===== src/rtl/byte_packer.sv =====
// Byte-to-word packer: gathers a byte stream into 32-bit words with a one-deep
// output register and a single-word holding slot (PEND) for backpressure.
module byte_packer #(
    parameter bit MSB_FIRST = 1'b1
) (
    input  logic        clk,
    input  logic        rst_n,
    input  logic        in_valid,
    input  logic [7:0]  in_data,
    input  logic        in_last,
    output logic        in_ready,
    output logic        out_valid,
    output logic [31:0] out_data,
    output logic [2:0]  out_bytes,
    input  logic        out_ready
);

    typedef enum logic {
        FILL = 1'b0,
        PEND = 1'b1
    } state_t;

    state_t      state_reg;
    logic [1:0]  cnt_reg;
    logic [31:0] asm_reg;
    logic [2:0]  pend_bytes_reg;
    logic        in_ready_reg;
    logic        out_valid_reg;
    logic [31:0] out_data_reg;
    logic [2:0]  out_bytes_reg;

    logic [1:0]  lane_sel;
    logic [31:0] merged_word;
    logic [2:0]  fill_bytes;
    logic        accept;
    logic        take;
    logic        closing;
    logic        slot_free;

    assign accept     = in_valid && in_ready_reg;
    assign take       = out_valid_reg && out_ready;
    assign closing    = in_last || (cnt_reg == 2'd3);
    assign slot_free  = !out_valid_reg || out_ready;
    assign fill_bytes = {1'b0, cnt_reg} + 3'd1;
    assign lane_sel   = MSB_FIRST ? (2'd3 - cnt_reg) : cnt_reg;

    // Lanes not yet written are still zero in asm_reg, which gives the zero fill on flush.
    generate
        for (genvar gi = 0; gi < 4; gi++) begin : g_lane
            assign merged_word[gi*8 +: 8] = (lane_sel == 2'(gi)) ? in_data : asm_reg[gi*8 +: 8];
        end
    endgenerate

    always_ff @(posedge clk or negedge rst_n) begin
        if (!rst_n) begin
            state_reg      <= FILL;
            cnt_reg        <= 2'd0;
            asm_reg        <= 32'd0;
            pend_bytes_reg <= 3'd0;
            in_ready_reg   <= 1'b0;
            out_valid_reg  <= 1'b0;
            out_data_reg   <= 32'd0;
            out_bytes_reg  <= 3'd0;
        end else begin
            // A take empties the output slot unless a new word reloads it below.
            if (take) begin
                out_valid_reg <= 1'b0;
            end
            case (state_reg)
                FILL: begin
                    in_ready_reg <= 1'b1;
                    if (accept) begin
                        if (closing) begin
                            if (slot_free) begin
                                out_data_reg  <= merged_word;
                                out_bytes_reg <= fill_bytes;
                                out_valid_reg <= 1'b1;
                                cnt_reg       <= 2'd0;
                                asm_reg       <= 32'd0;
                            end else begin
                                asm_reg        <= merged_word;
                                pend_bytes_reg <= fill_bytes;
                                state_reg      <= PEND;
                                in_ready_reg   <= 1'b0;
                            end
                        end else begin
                            asm_reg <= merged_word;
                            cnt_reg <= cnt_reg + 2'd1;
                        end
                    end
                end
                PEND: begin
                    // out_valid is always 1 here, so out_ready alone means the slot frees.
                    if (out_ready) begin
                        out_data_reg  <= asm_reg;
                        out_bytes_reg <= pend_bytes_reg;
                        out_valid_reg <= 1'b1;
                        asm_reg       <= 32'd0;
                        cnt_reg       <= 2'd0;
                        state_reg     <= FILL;
                        in_ready_reg  <= 1'b1;
                    end
                end
                default: begin
                    state_reg <= FILL;
                end
            endcase
        end
    end

    assign in_ready  = in_ready_reg;
    assign out_valid = out_valid_reg;
    assign out_data  = out_data_reg;
    assign out_bytes = out_bytes_reg;

endmodule


===== config.mk =====
export PLATFORM = sky130hd
export DESIGN_NAME = byte_packer
export DESIGN_NICKNAME = d
export VERILOG_FILES = /design/src/rtl/byte_packer.sv
export SDC_FILE = /design/constraint.sdc
export NUM_CORES = 1
export LEC_CHECK = 0
export ABC_CLOCK_PERIOD_IN_PS = 5200
export CAP_MARGIN = 40
export CORE_MARGIN = 2
export CORE_UTILIZATION = 61
export CTS_BUF_LIST = sky130_fd_sc_hd__clkbuf_8
export CTS_CLUSTER_DIAMETER = 200
export DETAILED_ROUTE_END_ITERATION = 16
export GPL_ROUTABILITY_DRIVEN = 0
export PLACE_DENSITY = 0.9
export SLEW_MARGIN = 30
export SYNTH_ARGS = -nofsm -noshare
export SYNTH_HDL_FRONTEND = slang
export SYNTH_SLANG_ARGS = --single-unit

===== constraint.sdc =====
create_clock -name clk -period 5.2 [get_ports clk]
set_clock_uncertainty 0.05 [all_clocks]
set_input_delay 1.04 -clock clk [delete_from_list [all_inputs] [get_ports clk]]
set_output_delay 1.04 -clock clk [all_outputs]
set_load 0.005 [all_outputs]

==> summary.md, run 1 <==
| Metric | Value |
|---|---|
| Final setup violation count | 0 |
| R2R Setup Slk | 2820 ps |
| EDFF count, synth | 0 |
| Hold wc startpoint | asm_reg[22] |
| Number of global-route vias before repair | 2364 |
| Average wire per standard cell | 19.62 um |
| Pwr dens | 512.7 nW/um2 |
| Boundary pin count | 50 |
| Seq/Total Area, Yosys | 52.54% |
| Die height | 80.53 um |
| Final nets | 314 |
| Critical Path Source Type | input port |
| Syn nets | 263 |
| WL final | 7.319 mm |
| Initial antenna violation count | 0 |
| Clock Pin Slew Worst Setup and Hold Paths | 80 ps |
| GRT Total Usage | 25.65% |
| Remaining routing DRC violations | 0 |
| Synth Instances | 245 |
| Yosys warnings | 0 |
| Hold path cells | 1 |
| Resized cells post-CTS | 0 |
| Worst r2r src | state_reg |
| Tcrit/Tclk final | 53.25% |
| Async SR Flop Fraction | 100.0% |
| CP max stage cell | nor2_8 |
| First-pass GRT wire length | 12.31 mm |
| Max Root-Sink Buffers | 2 |
| Cells along the critical path | clkdlybuf4s50_1 > nand2b_2 > a21oi_4 > nor2_8 > mux2_2 |
| Die area | 6484 um2 |
| Placed cell count | 357 |
| Yosys reg bits | 75 |
| Synth area leader | dfrtp_1 |
| Max-slew headroom | 47.46% |
| Clk sinks | 75 |
| Die Width | 80.53 um |
| Via count | 2200 |
| Fillers | 354 |
| Starting Density | 64.09% |
| Minimum clock period after layout | 2769 ps |
| Max_cap viols | 0 |
| # diodes | 0 |
| Clk_lat worst skew | 350 ps |
| Top-area cell type share of the netlist area | 52.54% |
| Layout cells sized above 1 | 33.55% |
| CORE AREA | 5574 um2 |
| RSZ-0062 raised after global routing | no |
| H-tree levels | 3 |
| Setup tns final | 0 ps |
| Status | finished clean |
| Largest net degree at the start of global routing | 46 |
| Max FO, Critical Path | 35 |
| Total grt overflow | 0 |
| Top_reg_cell synth | dfrtp_1 |
| CP arrival | 2960 ps |
| Endpoints failing hold | 0 |
| Synth Cell Area | 3572 um2 |
| Antenna-violating nets left | 0 |
| Worst Setup SP | out_ready |
| Count of cell types in the netlist | 35 |
| Layout area overhead | 19.58% |
| Slowest stage delay, CP | 620 ps |
| Worst Max-Slew Pin Slew | 788.1 ps |
| Crit Path Class | in -> reg |
| Worst hold path class | reg -> reg |
| Drt pass-1 iters | 4 |
| Endpoint type of the worst setup path | register |
| Syn avg cell area | 14.58 um2 |
| TritonCTS Buffers | 9 |
| Clk root buf | clkbuf_8 |
| Post-CTS Setup Inserts | 0 |
| Fin. max-slew vios | 0 |
| HPWL Detailed | 4.678 mm |
| Post-DR vias/cell | 5.898 |
| Pleak | 0.002003 uW |
| CP Data Required Time | 5390 ps |
| Worst hold endpoint | asm_reg[22] |
| FF-to-FF path depth | 4 |
| Top cells by area, synth | dfrtp_1 (53%), mux2_4 (13%), mux2_2 (12%), a22o_1 (7.8%), buf_6 (2.2%) |
| CTS tree | done |
| FF-to-FF End | out_data[1] |
| Row Count | 27 |
| CTS Hold Buffers Added | 0 |
| Fin util | 76.63% |
| Port Buf Inserts | 49 |
| F_max | 361.2 MHz |
| Layout Cells excl Fill | 373 |
| Initial DRC count | 152 |
| Max IR drop VDD | 0.0003862 V |
-- cell usage in the layout, fill, tap and decap left out, drive strengths merged, types with 2 or more instances in the layout --
cell type | synthesis | final
dfrtp | 75 | 75
mux2 | 69 | 69
clkdlybuf4s50 | 0 | 48
a22o | 32 | 32
nand2 | 12 | 12
clkbuf | 3 | 9
o21ai | 9 | 9
nor2 | 6 | 6
ha | 5 | 5
nand2b | 5 | 5
inv | 2 | 4
nor2b | 4 | 4
nor3 | 3 | 3
bufinv | 0 | 2
clkinv | 0 | 2
a21oi | 2 | 2
buf | 7 | 2
-- area by class of cell --
cell class	count	area [um2]	share of cell area [%]
sequential	75	1877	43.94
multi-input combinational	158	1595	37.35
timing repair buffer	50	493.0	11.54
clock buffer	9	123.9	2.900
tap	72	90.09	2.109
clock inverter	7	85.08	1.992
inverter	2	7.507	0.1757
-- synth_stat cells, types with 2 or more instances --
library cell / n
inv_1: 2
nand2b_4: 3
ha_1: 5
nor2b_1: 4
a22o_1: 32
clkbuf_2: 2
nand2_1: 11
dfrtp_1: 75
nor2_1: 5
o21ai_2: 4
o21ai_0: 3
nor3_1: 2
mux2_2: 39
o21ai_1: 2
mux2_4: 30
buf_6: 7
-- metal layers --
layer  routed length [um]  track usage, %
met1                 3373           35.50
met2                 3475           39.92
met3                  330           5.618
met4                  140           9.322
met5                    0               0
-- kinds of logic (layout without fill, tap and decap cells) --
| group | count (synthesis) | count (layout) | synth area share [%] |
|---|---|---|---|
| DFF | 75 | 75 | 52.54 |
| and+or+nand+nor | 36 | 36 | 6.516 |
| AOI/OAI and AO/OA | 48 | 48 | 11.49 |
| muxes | 69 | 69 | 24.90 |
| adders and majority gates | 5 | 5 | 1.751 |
| buffers and inverters | 12 | 68 | 2.802 |
-- worst max-delay path, delay by kind of cell --
family	cells	cell delay (ps)
muxes	1	420
and+or+nand+nor	2	870
buffers and inverters	1	520
AOI/OAI and AO/OA	1	100
-- power by group --
group	switching [uW]	total [uW]	internal [uW]	leakage, uW
clock	217	482	265	0.000112
sequential	119	880	760	0.000996
combinational	304	828	524	0.000895
total	640	2190	1550	0.00200
-- worst max-delay path by stage --
stage,end
4_1_cts,out_data[1]
6_report,out_data[1]
2_1_floorplan,out_bytes[0]
3_5_place_dp,out_data[3]
3_3_place_gp,out_data[0]
5_1_grt,out_data[3]
-- metrics by stage --
step / cell area, um2 / hold WS (ps) / setup slack (ps) / total power [uW]
after floorplan: 3572 / 389.0 / 3032 / 1410
final: 4272 / 452.1 / 2431 / 2190
after CTS: 4272 / 450.7 / 2431 / 2198
after global placement: 4063 / 404.0 / 2117 / 1678
after global routing: 4272 / 473.7 / 2327 / 2306
after detailed placement: 4063 / 435.3 / 2055 / 1705
(Power assumes the default switching activity.)
==> inputs of run 2 (changes only) <==
ABC_CLOCK_PERIOD_IN_PS = 2300   (was 5200)
CORE_UTILIZATION = 51   (was 61)
PLACE_DENSITY = 0.8   (was 0.9)
clock period = 2.3 ns   (was 5.2 ns; I/O delays follow)
==> run 2 against run 1 <==
- sequential cell count stayed put
- global-route usage is 4.4 points lower
- sequential share of layout area is 1.5 points lower
- final area is 3.6% higher
- first-iteration DRC count is 15% lower
==> summary.md, run 2 (synthesized netlist as in run 1, its figures left out) <==
| Metric | Value |
|---|---|
| Met3 usage | 3.676% (was 5.618%) |
| Endpoints failing hold | 0 (unchanged) |
| Die height | 87.69 um (was 80.53 um) |
| Max-slew headroom | 60.90% (was 47.46%) |
| Status | finished clean (unchanged) |
| Internal Power | 3379 uW (was 1550 uW) |
| Die area | 7690 um2 (was 6484 um2) |
| HPWL Detailed | 5.103 mm (was 4.678 mm) |
| Endpoint type of the worst setup path | register (unchanged) |
| Most frequent cells in the layout | dfrtp_1 (75), clkdlybuf4s50_1 (48), mux2_2 (39) (unchanged) |
| Initial antenna violation count | 0 (unchanged) |
| # diodes | 0 (unchanged) |
| Clock Pin Slew Worst Setup and Hold Paths | 80 ps (about the same) |
| M2 GR Usage | 31.75% (was 39.92%) |
| Final nets | 329 (was 314) |
| Port Buf Inserts | 49 (unchanged) |
| Fillers | 500 (was 354) |
| Layout cells sized above 1 | 37.34% (was 33.55%) |
| GRT Total Usage | 21.21% (was 25.65%) |
| Clk root buf | clkbuf_8 (unchanged) |
| Remaining routing DRC violations | 0 (unchanged) |
| Resized cells post-CTS | 0 (unchanged) |
| Clk sinks | 75 (unchanged) |
| Clk_lat worst skew | 350 ps (about the same) |
| Total grt overflow | 0 (unchanged) |
| Max FO, Critical Path | 8 (was 35) |
| Max_cap viols | 0 (unchanged) |
| Clock share of power | 19.4% (was 22.0%) |
| CTS Hold Buffers Added | 0 (unchanged) |
| RSZ-0062 raised after global routing | no (unchanged) |
| H-tree levels | 3 (unchanged) |
| CORE AREA | 6794 um2 (was 5574 um2) |
| Comb power frac | 40.3% (was 37.8%) |
| Boundary pin count | 50 (unchanged) |
| Starting Density | 52.58% (was 64.09%) |
| Placed cell count | 396 (was 357) |
| F_max | 494.4 MHz |
| Worst hold path class | in -> async (was reg -> reg) |
| Sw frac | 30.82% (was 29.23%) |
| Layout Cells excl Fill | 412 (was 373) |
| CP Data Required Time | 2530 ps (was 5390 ps) |
| Die Width | 87.69 um (was 80.53 um) |
| Tcrit/Tclk final | 87.95% |
| Pwr dens | 1103 nW/um2 (was 512.7 nW/um2) |
| Via count | 2289 (was 2200) |
| Post-CTS Setup Inserts | 0 (unchanged) |
| Post-DR vias/cell | 5.556 (was 5.898) |
| Max IR drop VDD | 0.0006093 V (was 0.0003862 V) |
| Initial DRC count | 129 (was 152) |
| CTS tree | done (unchanged) |
| GRT busiest layer | met2 (unchanged) |
| Pleak | 0.002064 uW (was 0.002003 uW) |
| WL final | 7.477 mm (was 7.319 mm) |
| Worst Max-Slew Pin Slew | 586.5 ps (was 788.1 ps) |
| Max Root-Sink Buffers | 2 (unchanged) |
| Average wire per standard cell | 18.15 um (was 19.62 um) |
| Drt pass-1 iters | 4 (unchanged) |
| Largest net degree at the start of global routing | 29 (was 46) |
| Register share of total power | 40.4% (was 40.2%) |
| Final Hold Slack | 56.30 ps (was 452.1 ps) |
| DP Worst Slack | 71.95 ps (was 2055 ps) |
| Most common cell after layout, fill and taps aside | dfrtp_1 (unchanged) |
| Fin. max-slew vios | 0 (unchanged) |
| Final setup violation count | 0 (unchanged) |
| Layout area overhead | 23.92% (was 19.58%) |
| Row Count | 30 (was 27) |
| M1 GR Usage | 30.60% (was 35.50%) |
| Minimum clock period after layout | 2023 ps |
| CP arrival | 2260 ps (was 2960 ps) |
| Setup tns final | 0 ps (unchanged) |
| CP max stage cell | dfrtp_1 (was nor2_8) |
| Number of global-route vias before repair | 2324 (was 2364) |
| TritonCTS Buffers | 9 (unchanged) |
| Antenna-violating nets left | 0 (unchanged) |
| Cells along the critical path | ha_1 > nor2_1 > o21bai_2 > o21ai_2 > a22o_1 (was clkdlybuf4s50_1 > nand2b_2 > a21oi_4 > nor2_8 > mux2_2) |
| Crit Path Class | reg -> reg (was in -> reg) |
| Psw | 1505 uW (was 640.1 uW) |
| Worst setup slack after layout | 277.2 ps (was 2431 ps) |
| Slowest stage delay, CP | 480 ps (was 620 ps) |
| Critical Path Source Type | register (was input port) |
| First-pass GRT wire length | 12.28 mm (was 12.31 mm) |
==> run 2: power by group through the flow <==
stage / sequential (uW) / clock (uW) / combinational, uW
2_1_floorplan: 1950 / 0 / 1240
6_report: 1970 / 946 / 1970
5_1_grt: 2030 / 1040 / 2110
4_1_cts: 1970 / 968 / 1980
3_3_place_gp: 1980 / 0 / 1910
3_5_place_dp: 1990 / 0 / 1960
==> run 2: worst paths after layout <==
path,startpoint,to,slack (ps),cells past startpoint
hold reg to reg,pend_bytes_reg[0],pend_bytes_reg[0],440,2
max in group asynchronous,rst_n,asm_reg[28],1410,2
hold / removal,rst_n,asm_reg[16],60,1
setup reg to reg,cnt_reg[0],asm_reg[28],280,5
setup / recovery,cnt_reg[0],asm_reg[28],280,5
min in group clk,pend_bytes_reg[0],pend_bytes_reg[0],440,2
==> run 2: critical path, delay by kind of cell (launching register included) <==
kind / cells / cell delay, ps
AO/OA/AOI/OAI: 3 / 730
AND/OR/NAND/NOR: 1 / 390
adder cells (fa/ha/maj): 1 / 310
flip-flops: 1 / 480
==> run 2: per-stage QoR <==
step | util, % | cell area, um2 | total power (uW)
global route | 65.16 | 4427 | 5171
detailed placement | 62.45 | 4243 | 3953
floorplan | - | 3572 | 3188
finish | 65.16 | 4427 | 4885
CTS | 65.16 | 4427 | 4925
global placement | 62.45 | 4243 | 3890
==> run 2: final cells by class <==
| type | count | area, um2 | area share, % |
|---|---|---|---|
| clock buffers | 9 | 123.9 | 2.798 |
| well taps | 96 | 120.1 | 2.713 |
| repair buffers | 65 | 643.1 | 14.53 |
| multi-input cells | 158 | 1595 | 36.04 |
| clock inverters | 7 | 60.06 | 1.357 |
| flip-flops and latches | 75 | 1877 | 42.40 |
| inverters | 2 | 7.507 | 0.1696 |
==> run 2: metal layers <==
layer	vias to the layer above	routed length (um)
met3	13	336
li1	1037	-
met5	-	0
met1	1169	3559
met4	0	130
met2	70	3450
